<file path="src/rtl/iterative_multiplier.sv">
// Radix-2 shift-add 64x64 multiplier for MUL/UMULH/SMULH with a start/done handshake.
// One multiplier bit per cycle; signed ops work on magnitudes and fix the sign at the end.
`timescale 1ns/1ps
module iterative_multiplier #(
    parameter int WIDTH = 64
) (
    input  logic             Clk,
    input  logic             ResetL,
    input  logic             Start,
    input  logic [1:0]       Op,
    input  logic [WIDTH-1:0] BusA,
    input  logic [WIDTH-1:0] BusB,
    input  logic [4:0]       RW_in,
    output logic             Busy,
    output logic             Done,
    output logic [WIDTH-1:0] Result,
    output logic [4:0]       RW_out,
    output logic             RegWr_out
);

    localparam int CW = $clog2(WIDTH);
    localparam logic [1:0] OP_UMULH = 2'b01;
    localparam logic [1:0] OP_SMULH = 2'b10;
    localparam logic [4:0] XZR      = 5'd31;

    typedef enum logic [1:0] {
        IDLE = 2'd0,
        RUN  = 2'd1,
        DONE = 2'd2
    } state_t;

    state_t             stateReg, stateNext;
    logic [1:0]         opReg;
    logic [4:0]         rwReg;
    logic [4:0]         rwOutReg;
    logic [WIDTH-1:0]   mcandReg;
    logic [WIDTH-1:0]   mplierReg;
    logic               negReg;
    logic [2*WIDTH-1:0] accReg;
    logic [CW-1:0]      countReg;
    logic [WIDTH-1:0]   resultReg;

    logic               isSigned;
    logic [WIDTH-1:0]   magA;
    logic [WIDTH-1:0]   magB;
    logic [2*WIDTH-1:0] partial;
    logic [2*WIDTH-1:0] accSum;
    logic [2*WIDTH-1:0] finalProd;
    logic               lastIter;
    logic               highHalf;

    // Magnitudes are only taken for SMULH; -2^63 maps to 2^63, still valid as unsigned.
    assign isSigned = (Op == OP_SMULH);
    assign magA     = (isSigned && BusA[WIDTH-1]) ? (~BusA + 1'b1) : BusA;
    assign magB     = (isSigned && BusB[WIDTH-1]) ? (~BusB + 1'b1) : BusB;

    assign partial   = mplierReg[0] ? ({{WIDTH{1'b0}}, mcandReg} << countReg) : '0;
    assign accSum    = accReg + partial;
    assign finalProd = negReg ? (~accSum + 1'b1) : accSum;
    assign lastIter  = (countReg == CW'(WIDTH - 1));
    assign highHalf  = (opReg == OP_UMULH) || (opReg == OP_SMULH);

    always_ff @(posedge Clk or negedge ResetL) begin
        if (!ResetL) begin
            stateReg <= IDLE;
        end else begin
            stateReg <= stateNext;
        end
    end

    always_comb begin
        stateNext = stateReg;
        case (stateReg)
            IDLE:    if (Start) stateNext = RUN;
            RUN:     if (lastIter) stateNext = DONE;
            DONE:    stateNext = IDLE;
            default: stateNext = IDLE;
        endcase
    end

    always_ff @(posedge Clk or negedge ResetL) begin
        if (!ResetL) begin
            opReg     <= '0;
            rwReg     <= '0;
            rwOutReg  <= '0;
            mcandReg  <= '0;
            mplierReg <= '0;
            negReg    <= 1'b0;
            accReg    <= '0;
            countReg  <= '0;
            resultReg <= '0;
        end else begin
            case (stateReg)
                IDLE: begin
                    if (Start) begin
                        opReg     <= Op;
                        rwReg     <= RW_in;
                        mcandReg  <= magA;
                        mplierReg <= magB;
                        negReg    <= isSigned & (BusA[WIDTH-1] ^ BusB[WIDTH-1]);
                        accReg    <= '0;
                        countReg  <= '0;
                    end
                end
                RUN: begin
                    accReg    <= accSum;
                    mplierReg <= mplierReg >> 1;
                    countReg  <= countReg + 1'b1;
                    // Visible outputs only move on the edge that enters DONE.
                    if (lastIter) begin
                        resultReg <= highHalf ? finalProd[2*WIDTH-1:WIDTH] : finalProd[WIDTH-1:0];
                        rwOutReg  <= rwReg;
                    end
                end
                default: begin
                end
            endcase
        end
    end

    assign Busy      = (stateReg != IDLE);
    assign Done      = (stateReg == DONE);
    assign RegWr_out = (stateReg == DONE) && (rwOutReg != XZR);
    assign Result    = resultReg;
    assign RW_out    = rwOutReg;

endmodule

</file>
<file path="config.mk">
export PLATFORM = sky130hd
export DESIGN_NAME = iterative_multiplier
export DESIGN_NICKNAME = d
export VERILOG_FILES = /design/src/rtl/iterative_multiplier.sv
export SDC_FILE = /design/constraint.sdc
export NUM_CORES = 2
export LEC_CHECK = 0
export ABC_AREA = 0
export BUFFER_PORTS_ARGS = -buffer_cell sky130_fd_sc_hd__buf_4
export CAP_MARGIN = 20
export CELL_PAD_IN_SITES_DETAIL_PLACEMENT = 1
export CELL_PAD_IN_SITES_GLOBAL_PLACEMENT = 1
export CORE_UTILIZATION = 25
export CTS_CLUSTER_DIAMETER = 40
export DETAILED_ROUTE_END_ITERATION = 10
export HOLD_SLACK_MARGIN = 0.1
export PLACE_DENSITY_LB_ADDON = 0.1
export SETUP_SLACK_MARGIN = 0.5
export SYNTH_ARGS = -nofsm -noshare
export SYNTH_HDL_FRONTEND = slang
export SYNTH_SLANG_ARGS = --single-unit
</file>
<file path="constraint.sdc">
create_clock -name Clk -period 20.8 [get_ports Clk]
set_clock_uncertainty 0.15 [all_clocks]
set_input_delay 3.12 -clock Clk [delete_from_list [all_inputs] [get_ports Clk]]
set_output_delay 3.12 -clock Clk [all_outputs]
set_load 0.005 [all_outputs]
</file>
# After elaboration in Yosys (flattened, before gate mapping)
# Cells that the tools add are included.
# op_classes
bitwise	5
mux	14
add_sub_neg	5
shift	1
n_eq_ne	9
reduce_logical	11
# op_table
op	n
128-bit 2-to-1 mux	3
64-bit 2-to-1 mux	4
128-bit case mux with 2 select lines	1
128-bit by 1-bit adder with 128-bit output, second input constant	1
128-bit adder	1
64-bit by 1-bit adder with 64-bit output, second input constant	2
128-bit inverter	1
64-bit inverter	2
64-bit case mux with 2 select lines	1
64-bit by 6-bit left shift with 128-bit output	1
6-bit case mux with 2 select lines	1
2-bit AND reduction	4
6-bit by 1-bit adder with 6-bit output, second input constant	1
2-bit == test, second input constant	3
6-bit == test, second input constant	1
6-bit 2-to-1 mux	1
5-bit inequality test, second input constant	1
2-bit by 1-bit == test with 1-bit output, second input constant	2
2-bit 2-to-1 mux	2
2-bit inequality test, second input constant	2
2-bit case mux with 2 select lines	1
2-bit nonzero test	2
1-bit logical AND	3
2-bit logical NOT	1
3 further kinds	3
# word_totals
out_inout_bits	72
input_bits	138
word_cells	55
register_bits	341

# Depth between registers and ports, before layout
# logic_depth
ltp_word	7
mapped_depth	29

# Worst setup path after synthesis
# No wires, ideal clock.
# synth_timing
path_type	flip-flop to flip-flop
start	reg countReg[0]
end	reg resultReg[57] (netlist: Result[57])
setup_slack_ns	13.664
stages_incl_launch_ff	28
n_path_buf	4
setup_time_ns	0.126
arrival_ns	6.860
period_less_slack_ns	7.136
cell_sequence	dfrtp_1 clkbuf_1 buf_1 mux4_2 mux2i_1 nand2_1 nand2_1 nor2_1 a31oi_1 mux2i_1 and2_1 ha_1 clkbuf_1 a21oi_1 o21ai_0 o21bai_1 a211oi_1 o211ai_2 or3_1 a221oi_2 nand4b_1 nor4_1 nor4bb_1 buf_4 nand3_4 or4b_1 mux2i_1 o32a_1
# synth_between
elab_chain_cells	7
# synth_rtl
item	line_no	source
start: declaration	40	logic [CW-1:0] countReg;
start signal: assignment	108	countReg <= countReg + 1'b1;
64-bit by 6-bit left shift with 128-bit output	57	assign partial = mplierReg[0] ? ({{WIDTH{1'b0}}, mcandReg} << countReg) : '0;
128-bit 2-to-1 mux	57	
128-bit adder	58	assign accSum = accReg + partial;
128-bit inverter	59	assign finalProd = negReg ? (~accSum + 1'b1) : accSum;
128-bit by 1-bit adder with 128-bit output	59	
128-bit 2-to-1 mux	59	
64-bit 2-to-1 mux	111	resultReg <= highHalf ? finalProd[2*WIDTH-1:WIDTH] : finalProd[WIDTH-1:0];
end signal: assignment	111	
end: declaration	41	logic [WIDTH-1:0] resultReg;
# Several ways; a longest one is shown, not always the timed one.
# A chain may end at the register's enable or synchronous reset.

# Final worst setup path
# layout_timing
start	reg countReg[0]
end	reg resultReg[51] (netlist: Result[51])
# The elaborated chain is that of the path after synthesis.

==> run_results.csv <==
group,metric,value,unit
global_route,grt_overflow,0,
placement,hpwlAfterDp,185000,microns
clock_network,cts.sinks,341,
synth,ys.flop_type,"dfrtp_1",
cells_and_area,num-nets-final,5238,
detailed_routing,first_pass_iters,8,
synth,async_reset_ff_share,100,%
synth,ys_ff_latch,341,
min_path,worstHoldPathCells,2,
cells_and_area,finalNonFillerCells,6962,
detailed_routing,routed.top_layer,"met5",
worst_setup_path,critPathCaptureType,"flip-flop",
clock_network,cts.htree.levels,3,
detailed_routing,wl_met2,96200,microns
synth,synth_cells,4846,
die,die_x,383,microns
cells_and_area,final_area,43800,sq um
synth,avgSynthCellArea,7.48,sq um
clock_network,worstSkewPairLatency,760,ps
run,max_cap_violations,0,
global_route,grt_antenna_before_repair,16,
detailed_routing,wl_met1,102000,microns
sta,drv_slew,0,
clock_network,ctsHoldBuffers,0,
detailed_routing,wl_per_cell,32.7,microns
synth,synth_cell_types,115,
global_route,grt_util_all_layers,30.2,%
worst_setup_path,critPathLaunchType,"flip-flop",
cells_and_area,drive_gt1_share,13.8,%
sta,fin_crit_sh,54.5,%
worst_setup_path,r2r_cells,23,
die,start_util,25.2,%
worst_setup_path,r2r_start,"countReg[0]",
global_route,grt_max_degree,138,
clock_network,cts_setup_buffers,0,
synth,synth-edff-count,0,
die,design.core.area,144000,sq um
sta,slew_headroom,14.7,%
pwr,ir_worst_vdd,0.0848,mV
synth,yosys_warnings,0,
pwr,power_density,202,nW/um^2
global_route,grt_pass1_wl,319000,microns
status,violations,"design-rule violations",
status,outcome,"finished with violations",
worst_setup_path,critPathMaxFanout,66,
worst_setup_path,crit_type,"flip-flop to flip-flop",
worst_setup_path,arrival,11830,ps
detailed_routing,ant_nets,0,
die,die_y,383,microns
cells_and_area,multi_input_area,26400,sq um
min_path,min-delay-start,"rwReg[3]",
clock_network,ctsLongestPathBuffers,3,
detailed_routing,drc,4,
clock_network,cts_resized,0,
clock_network,path_clk_slew,50,ps
pwr,leakagePower,17.1,nW
worst_setup_path,crit_family,"simple AND/OR/NAND/NOR gates",
sta,hold_violations,0,
cells_and_area,syn_to_final_growth,20.7,%
sta,fmax,88.3,MHz
min_path,hold_path.class,"flip-flop to flip-flop",
clock_network,cts_tree,"yes",
detailed_routing,finalWirelength,228000,microns
worst_setup_path,crit_chain,"buf_4 -> mux2_2 -> nor2_1 -> a21oi_1 -> mux2i_1 -> mux2_2 -> nor2_1 -> a31oi_1 -> nor2_1 -> ha_1 -> nand4_1 -> nor2_1 -> a31o_2 -> a31oi_1 -> xor2_1 -> nand4b_1 -> nor4_1 -> nor4bb_2 -> buf_4 -> nand4_1 -> nor3_1 -> mux2_2 -> o21ai_0",
placement,port_buffers,209,
synth,netlist_area,36300,sq um
cells_and_area,regArea,8550,sq um
detailed_routing,viasPerCell,6.00,
die,rows,139,
worst_setup_path,crit_buf_inv,2,
worst_setup_path,cpMostUsedCell,"nor2_1",
sta,rsz0062_at_grt,"false",
global_route,first_global_vias,41469,
placement,dpl_cell_area,40100,sq um
worst_setup_path,cp.required,21300,ps
worst_setup_path,slowest_delay,1030,ps
detailed_routing,wl_met3,14500,microns
sta,worst_pin_slew,1270,ps
detailed_routing,vias,41754,
worst_setup_path,reg2reg_slack,9470,ps
synth,syn-num-nets,5116,
placement,dpl.cell_count,6763,
placement,finalWeightedCongestion,1.02,
sta,final.setup.tns,0,ps
detailed_routing,drtIter0Drc,3883,
die,io_pins,210,
sta,setup_violations,0,
min_path,holdPathEnd,"RW_out[3]",
synth,ys_seq_area_share,23.5,%
sta,min_period,11330,ps
clock_network,numCtsBuffers,105,
clock_network,cts_root_buf,"clkbuf_16",
worst_setup_path,cpMaxStageDelayCell,"xor2_1",
worst_setup_path,rr_endpoint,"Result[51]",
cells_and_area,fillers,17270,
die,dieArea,147000,sq um
## report_power, final
| part | internal, mW | switching, mW | leakage [nW] |
|---|---|---|---|
| clock | 1.12 | 0.559 | 1.76 |
| combinational | 1.76 | 4.32 | 11.2 |
| sequential | 0.886 | 0.199 | 4.19 |
## cells in the mapped netlist (33+ instances only)
library cell    n  area (sq um)
o31ai_1        59           443
and4_1         36           315
dfrtp_1       341          8530
nor2b_1        33           206
nor3_1        140           701
mux2_2         33           372
clkbuf_1      249           935
xnor2_1       134          1170
nand2_1       663          2490
o22ai_1        53           332
a22o_1         80           701
o21a_1         48           360
mux4_2         51          1150
xor2_1        108           946
a211oi_1       34           255
a21o_1         51           383
nand4_1       125           782
a22oi_1        82           616
o211ai_1       33           248
inv_1          42           158
buf_2          44           220
a21oi_1       342          1710
or3_1          61           382
nor2_1        486          1820
and2_1         64           400
ha_1          131          1640
nand3_1       123           616
mux2i_1       109          1090
nor4_1         68           425
o21ai_0       425          2130
a31oi_1        90           563
## kinds of logic (layout without fill, tap and decap cells)
kind of cell / after synthesis / count (layout) / share of synthesized area [%]
xor gates and xnor gates: 243 / 243 / 5.89
muxes: 193 / 193 / 7.20
and+or+nand+nor: 1960 / 1960 / 25.9
adders and majority gates: 132 / 132 / 4.57
buffers and inverters: 371 / 579 / 4.03
AOI/OAI and AO/OA: 1606 / 1606 / 28.8
DFF: 341 / 341 / 23.5
other: 0 / 5 / 0
## layout by cell type, fill, tap and decap left out, types with 23 or more instances in the layout
| master | instances |
|---|---|
| a21oi_1 | 342 |
| a22o_1 | 80 |
| a22oi_1 | 82 |
| ha_1 | 131 |
| buf_4 | 335 |
| mux2_2 | 33 |
| nor4_1 | 68 |
| nand4_1 | 125 |
| nand3_1 | 123 |
| o21ai_1 | 29 |
| and3_1 | 25 |
| nand2_1 | 661 |
| o211ai_1 | 33 |
| and4_1 | 36 |
| clkbuf_16 | 105 |
| mux2i_1 | 109 |
| a21o_1 | 51 |
| inv_1 | 41 |
| o31ai_1 | 58 |
| mux4_2 | 51 |
| and2_1 | 64 |
| o41ai_1 | 23 |
| o21a_1 | 48 |
| a31oi_1 | 90 |
| o22ai_1 | 53 |
| xnor2_1 | 132 |
| nor2_1 | 485 |
| nor3_1 | 139 |
| or3_1 | 61 |
| nor2b_1 | 32 |
| a211oi_1 | 34 |
| dfrtp_1 | 334 |
| o21ai_0 | 425 |
| xor2_1 | 106 |
## registers in the layout, indices dropped and copies added (netlist names)
signal	count
countReg	6
stateReg	2
negReg	1
mplierReg	64
rwReg	5
Result	64
opReg	2
accReg	128
mcandReg	64
RW_out	5
## how the worst max path moves through the flow
stage	cells after the start	endpoint	start	slack [ps]
final	23	Result[51]	countReg[0]	9470
after global routing	25	Result[51]	countReg[0]	9520
after CTS	25	Result[51]	countReg[0]	10030
after detailed placement	25	Result[51]	countReg[0]	10070
after global placement	25	Result[51]	countReg[0]	10010
after floorplan	27	Result[57]	countReg[0]	13660
## metal layers
layer / up-vias / global-route usage, %
met5: - / 0
met4: 22 / 17.5
met3: 432 / 5.11
met2: 1661 / 45.0
met1: 21113 / 40.9
li1: 18526 / -
## worst register-to-register path, cell delays in order (launching register included)
cell,delay (ps)
dfrtp_4,530
buf_4,790
mux2_2,460
nor2_1,90
a21oi_1,90
mux2i_1,630
mux2_2,360
nor2_1,50
a31oi_1,780
nor2_1,220
ha_1,560
nand4_1,450
nor2_1,920
a31o_2,370
a31oi_1,360
xor2_1,1030
nand4b_1,480
nor4_1,930
nor4bb_2,400
buf_4,270
nand4_1,300
nor3_1,460
mux2_2,380
o21ai_0,170
## layout make-up
| cell class | count | share of cell area [%] |
|---|---|---|
| Antenna cell | 5 | 0.0286 |
| Multi-Input combinational cell | 4134 | 60.3 |
| Clock inverter | 55 | 1.86 |
| Tap cell | 1903 | 5.44 |
| Sequential cell | 341 | 19.5 |
| Clock buffer | 138 | 6.56 |
| Timing Repair Buffer | 340 | 5.87 |
| Inverter | 46 | 0.395 |
## stage by stage
stage | hold slack, ps | total power [mW] | utilization (%) | setup slack (ps)
finish | 304 | 8.85 | 30.4 | 9470
global route | 329 | 9.15 | 30.4 | 9520
CTS | 314 | 8.71 | 30.4 | 10030
detailed placement | 311 | 6.97 | 27.9 | 10070
global placement | 300 | 6.97 | 27.8 | 10010
floorplan | 289 | 4.35 | - | 13660
(Power assumes the default switching activity.)
